<file path="src/rtl/blade8_mac_seq_if.sv">
`default_nettype none
// ============================================================================
// Module      : blade8_mac_seq_if
// Description : Bundles the job-control, operand-stream, bit-blade PE and
//               result-stream signals of the blade8 MAC sequencer.
//               master : job/operand/result-consumer side plus the PE model
//               slave  : the sequencer itself
//               Signals:
//                 start/len/abort/busy         job control
//                 in_valid/in_ready/in_a/in_b  operand beat stream
//                 pe_in1/pe_in2/pe_out         8x8 bit-blade PE operands/sum
//                 res_valid/res_ready/res_data result stream
// Revision    : 1.0 - initial release
// ============================================================================
interface blade8_mac_seq_if #(
  parameter int LEN_W = 8,
  parameter int ACC_W = 18
);
  logic             start;
  logic [LEN_W-1:0] len;
  logic             abort;
  logic             busy;
  logic             in_valid;
  logic             in_ready;
  logic [31:0]      in_a;
  logic [31:0]      in_b;
  logic [31:0]      pe_in1;
  logic [31:0]      pe_in2;
  logic [9:0]       pe_out;
  logic             res_valid;
  logic             res_ready;
  logic [ACC_W-1:0] res_data;

  modport master (
    output start, len, abort, in_valid, in_a, in_b, pe_out, res_ready,
    input  busy, in_ready, pe_in1, pe_in2, res_valid, res_data
  );

  modport slave (
    input  start, len, abort, in_valid, in_a, in_b, pe_out, res_ready,
    output busy, in_ready, pe_in1, pe_in2, res_valid, res_data
  );
endinterface
`default_nettype wire

</file>
<file path="src/rtl/blade8_mac_seq.sv">
`default_nettype none
// ============================================================================
// Module      : blade8_mac_seq
// Description : Job sequencer for an external 8x8 bit-blade PE. A job of
//               `len` operand beats is streamed into registered PE operand
//               ports; the PE's one-cycle-latency partial sums are summed
//               into an unsigned accumulator and returned as one result.
//               Ports:
//                 clk   - rising-edge clock
//                 rst_n - asynchronous active-low reset
//                 bus   - blade8_mac_seq_if.slave (control, operand stream,
//                         PE operands/partial sum, result stream)
// Revision    : 1.0 - initial release
// ============================================================================
module blade8_mac_seq #(
  parameter int LEN_W = 8,
  parameter int ACC_W = 18
) (
  input  wire logic         clk,
  input  wire logic         rst_n,
  blade8_mac_seq_if.slave   bus
);

  typedef enum logic [1:0] {
    S_IDLE  = 2'd0,
    S_RUN   = 2'd1,
    S_DRAIN = 2'd2,
    S_DONE  = 2'd3
  } state_t;

  state_t           r_state;
  state_t           w_state_nxt;
  logic [LEN_W-1:0] r_remaining;
  logic [ACC_W-1:0] r_acc;
  logic [31:0]      r_pe_in1;
  logic [31:0]      r_pe_in2;
  // r_v1: beat sitting in pe_in regs; r_v2: its sum is now on pe_out
  logic             r_v1;
  logic             r_v2;

  logic             w_in_ready;
  logic             w_accept;
  logic             w_job_start;

  assign w_in_ready  = (r_state == S_RUN) && (r_remaining != '0);
  assign w_accept    = w_in_ready && bus.in_valid;
  assign w_job_start = (r_state == S_IDLE) && bus.start;

  always_comb begin
    w_state_nxt = r_state;
    case (r_state)
      S_IDLE: begin
        if (bus.start) begin
          w_state_nxt = (bus.len != '0) ? S_RUN : S_DONE;
        end
      end
      S_RUN: begin
        if (w_accept && (r_remaining == LEN_W'(1))) begin
          w_state_nxt = S_DRAIN;
        end
      end
      S_DRAIN: begin
        // Last beat's sum is being accumulated at this edge and nothing
        // is left behind it in the pipeline.
        if (r_v2 && !r_v1) begin
          w_state_nxt = S_DONE;
        end
      end
      S_DONE: begin
        if (bus.res_ready) begin
          w_state_nxt = S_IDLE;
        end
      end
      default: w_state_nxt = S_IDLE;
    endcase
    if (bus.abort) begin
      w_state_nxt = S_IDLE;
    end
  end

  always_ff @(posedge clk or negedge rst_n) begin
    if (!rst_n) begin
      r_state     <= S_IDLE;
      r_remaining <= '0;
      r_acc       <= '0;
      r_pe_in1    <= '0;
      r_pe_in2    <= '0;
      r_v1        <= 1'b0;
      r_v2        <= 1'b0;
    end else begin
      r_state <= w_state_nxt;
      if (bus.abort) begin
        r_remaining <= '0;
        r_acc       <= '0;
        r_pe_in1    <= '0;
        r_pe_in2    <= '0;
        r_v1        <= 1'b0;
        r_v2        <= 1'b0;
      end else begin
        // Zero operands on idle cycles keep the PE from seeing stale data.
        r_pe_in1 <= w_accept ? bus.in_a : '0;
        r_pe_in2 <= w_accept ? bus.in_b : '0;
        r_v1     <= w_accept;
        r_v2     <= r_v1;
        if (w_job_start) begin
          r_acc       <= '0;
          r_remaining <= bus.len;
        end else begin
          if (w_accept) begin
            r_remaining <= r_remaining - LEN_W'(1);
          end
          if (r_v2) begin
            r_acc <= r_acc + {{(ACC_W-10){1'b0}}, bus.pe_out};
          end
        end
      end
    end
  end

  assign bus.busy      = (r_state != S_IDLE);
  assign bus.in_ready  = w_in_ready;
  assign bus.res_valid = (r_state == S_DONE);
  assign bus.res_data  = r_acc;
  assign bus.pe_in1    = r_pe_in1;
  assign bus.pe_in2    = r_pe_in2;

endmodule
`default_nettype wire

</file>
<file path="src/flat_wrapper.sv">
// flat-port wrapper written by rule: the top's interface ports become plain ports
module blade8_mac_seq_flat 
#(
  parameter int LEN_W = 8,
  parameter int ACC_W = 18
)
  (clk, rst_n, bus_start, bus_len, bus_abort, bus_in_valid, bus_in_a, bus_in_b, bus_pe_out, bus_res_ready, bus_busy, bus_in_ready, bus_pe_in1, bus_pe_in2, bus_res_valid, bus_res_data);
  blade8_mac_seq_if #(.LEN_W(LEN_W), .ACC_W(ACC_W)) bus_i ();
  input  wire logic clk;
  input  wire logic rst_n;
  input wire logic [$bits(bus_i.start)-1:0] bus_start;
  input wire logic [$bits(bus_i.len)-1:0] bus_len;
  input wire logic [$bits(bus_i.abort)-1:0] bus_abort;
  input wire logic [$bits(bus_i.in_valid)-1:0] bus_in_valid;
  input wire logic [$bits(bus_i.in_a)-1:0] bus_in_a;
  input wire logic [$bits(bus_i.in_b)-1:0] bus_in_b;
  input wire logic [$bits(bus_i.pe_out)-1:0] bus_pe_out;
  input wire logic [$bits(bus_i.res_ready)-1:0] bus_res_ready;
  output wire logic [$bits(bus_i.busy)-1:0] bus_busy;
  output wire logic [$bits(bus_i.in_ready)-1:0] bus_in_ready;
  output wire logic [$bits(bus_i.pe_in1)-1:0] bus_pe_in1;
  output wire logic [$bits(bus_i.pe_in2)-1:0] bus_pe_in2;
  output wire logic [$bits(bus_i.res_valid)-1:0] bus_res_valid;
  output wire logic [$bits(bus_i.res_data)-1:0] bus_res_data;
  assign bus_i.start = bus_start;
  assign bus_i.len = bus_len;
  assign bus_i.abort = bus_abort;
  assign bus_i.in_valid = bus_in_valid;
  assign bus_i.in_a = bus_in_a;
  assign bus_i.in_b = bus_in_b;
  assign bus_i.pe_out = bus_pe_out;
  assign bus_i.res_ready = bus_res_ready;
  assign bus_busy = bus_i.busy;
  assign bus_in_ready = bus_i.in_ready;
  assign bus_pe_in1 = bus_i.pe_in1;
  assign bus_pe_in2 = bus_i.pe_in2;
  assign bus_res_valid = bus_i.res_valid;
  assign bus_res_data = bus_i.res_data;
  blade8_mac_seq #(.LEN_W(LEN_W), .ACC_W(ACC_W)) u_core (.clk(clk), .rst_n(rst_n), .bus(bus_i));
endmodule
</file>
<file path="config.mk">
export PLATFORM = sky130hd
export DESIGN_NAME = blade8_mac_seq_flat
export DESIGN_NICKNAME = d
export VERILOG_FILES = /design/src/rtl/blade8_mac_seq_if.sv /design/src/rtl/blade8_mac_seq.sv /design/src/flat_wrapper.sv
export SDC_FILE = /design/constraint.sdc
export NUM_CORES = 1
export LEC_CHECK = 0
export ABC_AREA = 1
export CORE_ASPECT_RATIO = 0.6
export CORE_MARGIN = 5
export CORE_UTILIZATION = 30
export CTS_CLUSTER_DIAMETER = 100
export CTS_CLUSTER_SIZE = 10
export DETAILED_ROUTE_END_ITERATION = 16
export GPL_TIMING_DRIVEN = 0
export SKIP_CTS_REPAIR_TIMING = 1
export SKIP_LAST_GASP = 1
export SYNTH_ARGS = -nofsm -noshare
export SYNTH_HDL_FRONTEND = slang
export SYNTH_SLANG_ARGS = --single-unit
</file>
<file path="constraint.sdc">
create_clock -name clk -period 3 [get_ports clk]
set_input_delay 0.9 -clock clk [delete_from_list [all_inputs] [get_ports clk]]
set_output_delay 0.9 -clock clk [all_outputs]
set_load 0.02 [all_outputs]
</file>
# Word-level counts from Yosys, hierarchy flattened
# Index checks and enable logic that the tools add are counted.
word_totals:
  ff_bits: 94
  in_bits: 88
  out_inout_bits: 85
  elab_cells: 49
op_classes:
  n_addsub: 2
  eq_ne: 8
  muxes: 19
  n_reduce_logical: 13
ops:
  columns: ["cell", "n"]
  rows:
  - ["$mux W32", 4]
  - ["$mux W18", 3]
  - ["$mux W8", 3]
  - ["$add A18 B10 Y18", 1]
  - ["$reduce_bool A8 Y1", 2]
  - ["$mux W2", 6]
  - ["$ne A3 B3 Y1 const B", 3]
  - ["$eq A8 B1 Y1 const B", 1]
  - ["$pmux W2 S4", 1]
  - ["$sub A8 B1 Y8 const B", 1]
  - ["$reduce_bool A3 Y1", 2]
  - ["$logic_and A1 B1 Y1", 5]
  - ["$eq A2 B2 Y1 const B", 2]
  - ["$reduce_and A4 Y1", 1]
  - ["$ne A3 B2 Y1 const B", 1]
  - ["$eq A2 B1 Y1 const B", 1]
  - ["$logic_not A2 Y1", 1]
  - ["$mux W1", 2]
  - ["$reduce_bool A2 Y1", 1]
  - ["$logic_not A1 Y1", 1]

# Logic depth before layout (Yosys ltp)
logic_depth:
  word_depth: 7
  mapped_depth: 11

# Least setup slack after synthesis
# Ideal clock, no wire load.
synth_path:
  path_type: "register to output"
  from: "reg u_core.r_remaining[0]"
  to: "out bus_in_ready"
  arrival_time_ns: 1.286
  t_required_ns: 2.100
  setup_slack_ns: 0.814
  path_stages_with_launch: 6
  cell_sequence: "dfrtp_1 -> inv_1 -> ha_1 -> nand2_2 -> inv_2 -> a21boi_0"
synth_between:
  elab_chain_cells: 2
synth_rtl:
  columns: ["element", "line_no", "rtl"]
  rows:
  - ["start: declaration", "blade8_mac_seq.sv:33", "logic [LEN_W-1:0] r_remaining;"]
  - ["start signal: assignment", "blade8_mac_seq.sv:107", "r_remaining <= bus.len;"]
  - ["start signal: assignment", "blade8_mac_seq.sv:110", "r_remaining <= r_remaining - LEN_W'(1);"]
  - ["$reduce_bool A8 Y1", "blade8_mac_seq.sv:45", "assign w_in_ready = (r_state == S_RUN) && (r_remaining != '0);"]
  - ["$logic_and A1 B1 Y1", "blade8_mac_seq.sv:45", null]
  - ["end: declaration", "flat_wrapper.sv:20", "output wire logic [$bits(bus_i.in_ready)-1:0] bus_in_ready;"]
# Every way passes these cells.

# Worst setup path after layout
layout_path:
  from: "reg u_core.r_state[0]"
  to: "out bus_busy"
layout_between:
  elab_chain_cells: 1
layout_rtl:
  columns: ["element", "line_no", "rtl"]
  rows:
  - ["start: declaration", "blade8_mac_seq.sv:31", "state_t r_state;"]
  - ["start signal: assignment", "blade8_mac_seq.sv:91", "r_state <= w_state_nxt;"]
  - ["$reduce_bool A2 Y1", "blade8_mac_seq.sv:120", "assign bus.busy = (r_state != S_IDLE);"]
  - ["end: declaration", "flat_wrapper.sv:19", "output wire logic [$bits(bus_i.busy)-1:0] bus_busy;"]
# Every way passes these cells.

==> results summary <==
The number of iterations in the first detailed-routing pass came out at 4. The clock drives 94 sinks. The detail route stage leaves a number of antenna-violating nets equal to 0. The worst register-to-register path has a setup slack of roughly 1100 ps. The deepest clock path buffer count came out at 2. The average via count per standard cell is roughly 4.2. The number of buffer and inverter stages on the critical path came out at 3. The worst hold path begins at u_core.r_v1. On the critical path, the stage with the largest delay is an instance of sky130_fd_sc_hd__clkdlybuf4s50_1.

The half-perimeter wire length after detailed placement is ~10000 um. In this run the static leakage power is roughly 3.5 nW. Setup repair after global routing left no endpoint under its margin. Wires add up to approximately 13000 um.

The final count of pins violating max slew is 0. The summed negative setup slack over all endpoints is 0 ps. Max-cap violations in this run came to 0. Among cell families on the critical path, the largest total delay comes from buffers and inverters. The placer congestion estimate came out at around 0.88.

In this run the count of I/O pins placed on the die edge is between 150 and 200. The height of the die came out at between 100 and 150 um. When the netlist entered floorplanning its net count stood at 630. In the global route stage, overall resource usage came out at a little over an eighth. The latest clock arrival within the worst-skew pair came out at 340 ps. The worst hold path stage count came out at 2.

The required time of the critical path is ~2100 ps. The layout cell share with drive strength beyond 1 came out at 15.9%. Setup violations remaining at the end of the flow were counted as 0. The signal arrival time at the worst endpoint came out at ~1800 ps. The uppermost metal layer occupied by signal nets is met4. Timing would allow up to 376 MHz.

The number of nets in the layout is 814. The library cell with the highest instance count after synthesis is sky130_fd_sc_hd__inv_1. The gate count of the mapped netlist came out at 524. Across the VDD grid, the largest voltage drop is approximately 0.34 mV. Counting flops with a built-in enable in the synthesized netlist gives 0.

The endpoint identified for the worst register-to-register timing path is u_core.bus.res_data[5]. The number of input and output port buffers inserted is 172. The setup clock skew after layout is slightly below 5 ps. The CTS buffer count is 9. The worst setup path is captured at a primary output.

The longest individual stage delay on the worst path is 600 ps. The share of async-settable or async-resettable flops after synthesis came out at 100%. The terminating pin of the worst hold path is u_core.r_v2. Walking the worst path, the cells encountered are inv_1 -> ha_1 -> inv_1 -> clkdlybuf4s50_1. The critical path in this run is classified as reg2out.

Once the floorplan was initialized, standard cells occupied 30.6% of the core. The actual transition at the worst max-transition pin came out at 583 ps. The tightest min-delay check is of the reg2reg type. In this run the critical register-to-register path is launched from u_core.r_state[0]. The highest net fanout along the worst path came out at 4. The region available for standard cell placement spans 16300 um2. Sequential cells were found to cover 47.3% of the synthesized design area. The initial antenna violation count came out at 0. For this run, the leading register cell type out of synthesis is sky130_fd_sc_hd__dfrtp_1.

Yosys attributes the largest share of cell area to sky130_fd_sc_hd__dfrtp_1 (47%), sky130_fd_sc_hd__nor2_4 (13%), sky130_fd_sc_hd__inv_1 (8.0%). Counting stages on the worst path, the most repeated cell is sky130_fd_sc_hd__inv_1. The residual DRC count came out at 0. The synthesized design contains 94 register bits. The routed wire length on met2 came out at between 5000 and 6000 um.

Entering global routing, the biggest net connects 55 pins. The die covers 19300 um2. The mean post-synth cell area came out at roughly 9.5 um2. TritonCTS built the clock tree.

The run finished with clean final reports. The final antenna diode count is 0. The CTS H-tree depth is 3. The number of distinct library cells after synthesis came out at 37. The cell taking the most area after synthesis is sky130_fd_sc_hd__dfrtp_1. The worst pin sits at a relative slew slack of 61.1%. By count the netlist is led by sky130_fd_sc_hd__inv_1 (106), sky130_fd_sc_hd__dfrtp_1 (94), sky130_fd_sc_hd__nand2_1 (93).

The via count of the first global-routing pass came out at 3994. The post-route worst setup slack is 339 ps. The area overhead of the layout relative to synthesis is 46.9%. The total grt overflow is 0.

Power spread over the standard cell area amounts to around 530 nW/um2. The cell sitting at the root of the clock tree is a sky130_fd_sc_hd__clkbuf_16. The wire length the detailed router placed on met1 came out at slightly below 6000 um.

The worst setup path is launched from a flop. The wire length on met3 is slightly below 1000 um. The wire length of the first global-routing pass came out at 20200 um. The count of vias placed by the detailed router came out at 3917. The routed design could run at a clock period as short as approximately 2700 ps. In the finished design, the share of the clock period the worst path needs comes to between 80% and 90%. The number of rows in the core area came out at 36. The number of violations reported at the end of detailed-routing iteration 0 is 205. The clock-pin slew on the worst setup and hold paths is about 70 ps. Measured in cells, the most critical reg-to-reg path has a length of 11. The post-synthesis instance area is between 4000 and 5000 um2.

The post-placement setup slack came out at between 150 and 200 ps. The area share of the leading cell type in the synthesized netlist came out at between 40% and 50%. The die span in x came out at between 150 and 200 um.

The post-route total power is between 3 and 4 mW. The final hold violation count was 0. The worst slack on hold paths is roughly 480 ps. The Yosys step of the flow raised 0 warnings. The average wire length per cell after detail routing came out at 13.5 um.
final cells by class:
| cell class | count | area (um2) |
|---|---|---|
| repair buffers | 173 | 1750 |
| flip-flops and latches | 94 | 2350 |
| well taps | 228 | 285 |
| fillers | 1534 | 8960 |
| clock buffers | 9 | 225 |
| plain buffers | 8 | 131 |
| inverters | 117 | 449 |
| clock inverters | 6 | 70.1 |
| multi-input cells | 305 | 2040 |
how the worst max path moves through the flow:
stage | from | cells after the start | endpoint | slack (ps)
global placement | rst_n | 1 | u_core.r_remaining[0] | -2610
global route | u_core.r_state[0] | 4 | bus_busy | 240
CTS | u_core.r_remaining[0] | 6 | bus_in_ready | -50
floorplan | u_core.r_remaining[0] | 5 | bus_in_ready | 810
finish | u_core.r_state[0] | 4 | bus_busy | 340
detailed placement | bus_pe_out[0] | 10 | u_core.bus.res_data[6] | 170
worst min-delay path, delay by kind of cell (launching register included):
family | cells | cell delay (ps)
buffers and inverters | 1 | 40
flip-flops | 1 | 320
AND/OR/NAND/NOR | 1 | 70
per-layer routing:
metal / up-vias / GRT usage (%)
li1: 1937 / -
met5: - / 0
met2: 123 / 20.6
met3: 12 / 4.74
met4: 0 / 3.17
met1: 1845 / 17.6
through the flow:
stage	util, %	cells	instance area, um2
2_1_floorplan	-	524	4970
3_3_place_gp	42.9	924	6980
3_5_place_dp	43.1	925	7000
4_1_cts	44.9	940	7300
5_1_grt	44.9	940	7300
6_report	44.9	940	7300
sequential cells by signal, summed over array words and instances, names as in the netlist:
name	flops
u_core.r_state	2
u_core.bus.res_data	18
u_core.r_remaining	8
u_core.bus.pe_in1	32
u_core.bus.pe_in2	32
u_core.r_v1	1
u_core.r_v2	1
placed cells by master (no fill, tap or decap), types with 4 or more instances in the layout:
cell and n:
sky130_fd_sc_hd__clkdlybuf4s50_1 170, sky130_fd_sc_hd__dfrtp_1 94, sky130_fd_sc_hd__nor2_4 56, sky130_fd_sc_hd__clkbuf_16 9
sky130_fd_sc_hd__nand2_4 5, sky130_fd_sc_hd__buf_12 6, sky130_fd_sc_hd__nand2_1 93, sky130_fd_sc_hd__inv_1 106
sky130_fd_sc_hd__o21ai_0 14, sky130_fd_sc_hd__nand3_1 15, sky130_fd_sc_hd__a21oi_1 16, sky130_fd_sc_hd__ha_1 17
sky130_fd_sc_hd__nor2_1 41, sky130_fd_sc_hd__nand3b_1 4, sky130_fd_sc_hd__inv_2 9, sky130_fd_sc_hd__nor2_2 7
sky130_fd_sc_hd__o22ai_1 9
power breakdown:
group / internal (mW) / switching (mW)
Sequential: 1.39 / 0.0708
Combinational: 0.538 / 0.745
Clock: 0.648 / 0.509
Total: 2.57 / 1.32
cell families after synthesis:
logic type | share of synthesized area (%)
buffers and inverters | 11.7
flip-flops | 47.3
AO/OA/AOI/OAI | 5.31
XOR/XNOR | 0.705
adder cells (fa/ha/maj) | 4.68
multiplexers | 0.201
AND/OR/NAND/NOR | 30.1
No activity file was read; power rests on OpenSTA's default activity.
